## config.mk

```make
export PLATFORM = sky130hd
export DESIGN_NAME = debounce_sync
export DESIGN_NICKNAME = d
export VERILOG_FILES = /design/src/rtl/debounce_sync.sv
export SDC_FILE = /design/constraint.sdc
export NUM_CORES = 1
export LEC_CHECK = 0
export CORE_ASPECT_RATIO = 1.4
export CORE_UTILIZATION = 40
export CTS_BUF_LIST = sky130_fd_sc_hd__clkbuf_8
export CTS_CLUSTER_SIZE = 24
export DETAILED_ROUTE_END_ITERATION = 10
export SYNTH_ARGS = -nofsm -noshare
export SYNTH_HDL_FRONTEND = slang
export SYNTH_SLANG_ARGS = --single-unit
```

## constraint.sdc

```tcl
create_clock -name clk -period 1.7 [get_ports clk]
set_input_delay 0.51 -clock clk [delete_from_list [all_inputs] [get_ports clk]]
set_output_delay 0.51 -clock clk [all_outputs]
set_load 0.1 [all_outputs]
```

## src/rtl/debounce_sync.sv

```systemverilog
// Synchronizes an asynchronous level and accepts a new value only after it has
// been stable for DEBOUNCE_CYCLES clocks; emits one-cycle rise/fall pulses.
module debounce_sync #(
  parameter int SYNC_STAGES     = 2,
  parameter int DEBOUNCE_CYCLES = 50000,
  parameter int CNT_WIDTH       = 16
) (
  input  logic clk,
  input  logic rst,
  input  logic din_async,
  input  logic clear,
  output logic dout,
  output logic rise,
  output logic fall,
  output logic busy
);

  localparam logic [CNT_WIDTH-1:0] LP_CNT_LAST = CNT_WIDTH'(DEBOUNCE_CYCLES - 1);

  logic [SYNC_STAGES-1:0] r_sync;
  logic [CNT_WIDTH-1:0]   r_cnt;
  logic                   r_dout;
  logic                   r_rise;
  logic                   r_fall;
  logic                   r_busy;

  logic                   w_sync_out;
  logic                   w_mismatch;
  logic                   w_done;
  logic                   w_accept;
  logic [CNT_WIDTH-1:0]   w_cnt_nxt;

  assign w_sync_out = r_sync[SYNC_STAGES-1];
  assign w_mismatch = (w_sync_out != r_dout);
  assign w_done     = w_mismatch && (r_cnt == LP_CNT_LAST);
  // clear outranks a completing count: the level is not accepted that cycle
  assign w_accept   = w_done && !clear;

  always_comb begin
    w_cnt_nxt = '0;
    if (!clear && w_mismatch && !w_done) begin
      w_cnt_nxt = r_cnt + CNT_WIDTH'(1);
    end
  end

  always_ff @(posedge clk or posedge rst) begin
    if (rst) begin
      r_sync <= '0;
    end else begin
      r_sync <= {r_sync[SYNC_STAGES-2:0], din_async};
    end
  end

  // busy is registered from the next count so it always equals (r_cnt != 0)
  always_ff @(posedge clk or posedge rst) begin
    if (rst) begin
      r_cnt  <= '0;
      r_dout <= 1'b0;
      r_rise <= 1'b0;
      r_fall <= 1'b0;
      r_busy <= 1'b0;
    end else begin
      r_cnt  <= w_cnt_nxt;
      r_busy <= (w_cnt_nxt != '0);
      r_rise <= w_accept && w_sync_out;
      r_fall <= w_accept && !w_sync_out;
      if (w_accept) begin
        r_dout <= w_sync_out;
      end
    end
  end

  assign dout = r_dout;
  assign rise = r_rise;
  assign fall = r_fall;
  assign busy = r_busy;

endmodule
```

==> key figures, run 1 <==
Synth
  • Synth async-reset ratio: 1.000
  • Yosys warning total: 0
  • Syn_nets: 134
  • Synth Area in Adders: 0.01011
  • Unique cell type count in the Yosys netlist: 39
  • Top_reg_cell synth: dfrtp_1
  • Sequential fraction of the synthesis area: 0.4449
  • Largest family of logic cells by synthesized area: simple AND/OR/NAND/NOR gates
  • Area of the mapped netlist: 0.001237 sq mm
  • Synth Register Bits: 22
  • Post-synthesis compound-gate area fraction: 0.07078
  • Synth Area in Simple Gates: 0.3215
  • Post-Synth XOR/XNOR Area: 0.09909
  • Post-synth EDFFs: 0
  • Avg Inst Size Synth: 9.593 sq um
  • Mux contribution to synthesized area: 0.009100
  • Post-Syn Instances: 129

Die
  • Core area: 0.002907 sq mm
  • I/O pin count: 8
  • FP Rows: 23
  • Die Ht: 67.81 um
  • Initial core utilization: 0.4257
  • Die area: 0.003323 sq mm
  • Die Wd: 49.01 um

Timing
  • Final setup violation count: 2
  • Final setup margin: -0.04298 ns
  • Max Freq: 573.7 MHz
  • Max-slew headroom: 0.7641
  • RSZ-0062 raised after global routing: yes
  • Worst Clk Skew: 0.004303 ns
  • Tightest Pin Transition: 0.3484 ns
  • Hold slack: 0.3585 ns
  • Min Clock Period, post-route: 1.743 ns
  • Pins Over Slew Limit: 0
  • Fin crit share: 1.025
  • Final hold violation count: 0

Cells and area
  • Post-layout util: 0.6311
  • Layout cells sized above 1: 0.4128
  • Leading cell type in the layout, fill and taps excluded: buf_4
  • Non-Filler Instances: 209
  • Most frequent cells in the layout: 34 x buf_4, 22 x nor2_1, 16 x dfrtp_1, 9 x xnor2_1, 8 x nand3_1
  • Final instance area: 0.001834 sq mm
  • Syn-to-layout area delta: 48.23%
  • Post-layout nets: 178
  • Layout fillers: 232
  • Diodes inserted: 0

Clocking
  • Root buffer cell: clkbuf_8
  • Clock slew at reported path FFs: 0.08 ns
  • Clock sinks: 22
  • CTS tree: built
  • Clock Latency Late Sink: 0.27 ns
  • H-tree depth: 1
  • Number of buffers created by CTS: 3
  • Maximum buffer depth of the clock tree: 2

Global routing
  • Number of global-route vias before repair: 1095
  • Global-route wire length before repair: 4.629 mm
  • Total gr overflow: 0
  • Initial antenna violation count: 0
  • Tot GR Track Use: 0.1829
  • Largest net degree at the start of global routing: 23

Placed design
  • Placer Congestion: 0.8014
  • Port-buffer cells: 7
  • Post-DP HPWL: 1.992 mm
  • Pre-CTS setup slack: -0.1378 ns
  • Placed cell count: 196
  • Post-Place Cell Area: 0.001613 sq mm

Critical path
  • Critical Path Start Type: flip-flop
  • Critical path arrival: 1.89 ns
  • Crit Path Max Fanout: 5
  • Crit path required time: 1.84 ns
  • Crit Path Category: reg -> reg
  • Critical path endpoint category: flip-flop

Flow run
  • Max-cap viol count: 0

Detailed routing
  • Drt first-iter violations: 18
  • Drt pass-1 iters: 4
  • WL final: 2.913 mm
  • Drt drc: 0
  • Via Count: 1082
  • Routed len/inst: 13.94 um
  • Via/cell ratio: 5.177
  • Number of routed nets with antenna violations: 0

Run status
  • Failing checks: setup timing
  • Status: finished, violations left

Worst hold path
  • Min-delay worst type: reg -> reg

Power and ir drop
  • Pwr/cell area: 541.5 mW/mm^2
  • Peak VDD IR: 0.5118 mV
  • Lkg Pwr: 0.8111 nW
path summary, 6_finish.rpt:
check	end	start	cells past startpoint	slack, ns
min in group asynchronous	r_cnt[0]	rst	3	0.58
min	r_sync[1]	r_sync[0]	0	0.36
max	busy	r_cnt[0]	8	-0.04
min reg2reg	r_sync[1]	r_sync[0]	0	0.36
max reg2reg	busy	r_cnt[0]	8	-0.04
max in group asynchronous	dout	rst	3	0.87
worst max-delay path, stage by stage (launching register included):
cell     delay, ns
dfrtp_2       0.45
buf_6         0.13
nand4_4       0.13
buf_6         0.11
nor2_2        0.03
buf_4         0.15
a211o_1       0.28
a32oi_1       0.24
a21oi_1       0.10
routing by layer:
metal	track usage	up-vias	wire, um	part of all wire
met1	0.2017	537	1199	0.41
li1	-	537	-	-
met4	0.08088	0	17	0.0058
met5	0	-	0	0
met2	0.3472	6	1664	0.57
met3	0.02889	2	31	0.011
flip-flops by register name (all words and copies together) (netlist names):
name	count
dout	1
r_sync	2
busy	1
rise	1
fall	1
r_cnt	16
final cells by class:
class / instances / area [sq um] / share of cell area
Multi-Input combinational cell: 96 / 715.7 / 0.3902
Sequential cell: 22 / 558.0 / 0.3042
Timing Repair Buffer: 46 / 444.2 / 0.2422
Clock buffer: 4 / 55.05 / 0.03001
Tap cell: 37 / 46.29 / 0.02524
Inverter: 4 / 15.01 / 0.008186
cell families (layout without fill, tap and decap cells):
family,count (synthesis),in the layout
compound gates,12,12
mux,1,1
xor+xnor,14,14
simple gates,68,68
fa+ha+maj,1,1
flops,22,22
buf+inv,11,54
power by group:
group / switching, mW / total, mW / leakage (nW) / internal, mW
clock: 0.169 / 0.375 / 0.0288 / 0.207
sequential: 0.00647 / 0.535 / 0.291 / 0.529
combinational: 0.0431 / 0.0827 / 0.491 / 0.0395
total: 0.218 / 0.993 / 0.811 / 0.775
stage by stage:
| step | TNS [ns] | total power, mW |
|---|---|---|
| 2_1_floorplan | -0.1007 | 0.5787 |
| 3_3_place_gp | -0.4405 | 0.6118 |
| 3_5_place_dp | -1.337 | 0.6132 |
| 4_1_cts | -0.2329 | 0.9897 |
| 5_1_grt | -0.9846 | 1.031 |
| 6_report | -0.07151 | 0.9932 |
cell usage after synthesis, types with 2 or more instances:
master     n  area (sq um)
and2_1     2         12.51
nand4_2    2         25.02
nand3_1    8         40.04
inv_1      4         15.01
dfrtp_1   22         550.5
or3_1      3         18.77
clkbuf_2   2         10.01
and3_1     4         25.02
nor4_1     4         25.02
buf_2      3         15.01
nor2_1    22         82.58
nor3_1     4         20.02
xnor2_1    9         78.83
nor4_2     2         25.02
o21a_1     2         15.01
nand4_1    2         12.51
xor2_1     5         43.79
a21oi_1    3         15.01
or2_2      2         12.51
nand2_1    4         15.01
buf_4      2         15.01
what timing repair did:
item                                   in CTS  in global routing
resized for setup                           3                 16
pin swaps                                   5                  9
buffers inserted                            4                  4
setup endpoints to repair                  17                 17
endpoints found under the hold margin       0                  0
gates cloned                                0                  1
hold buffers                                0                  0
(Power assumes the default switching activity.)
==> inputs of run 2 (changes only) <==
--- a/config.mk
+++ b/config.mk
@@ -8,7 +8,7 @@
 export CORE_ASPECT_RATIO = 1.4
 export CORE_UTILIZATION = 40
 export CTS_BUF_LIST = sky130_fd_sc_hd__clkbuf_8
-export CTS_CLUSTER_SIZE = 24
+export CTS_CLUSTER_SIZE = 40
 export DETAILED_ROUTE_END_ITERATION = 10
 export SYNTH_ARGS = -nofsm -noshare
 export SYNTH_HDL_FRONTEND = slang
==> results of run 2 <==
The final DEF is identical to that of run 1; final timing and power are the same.
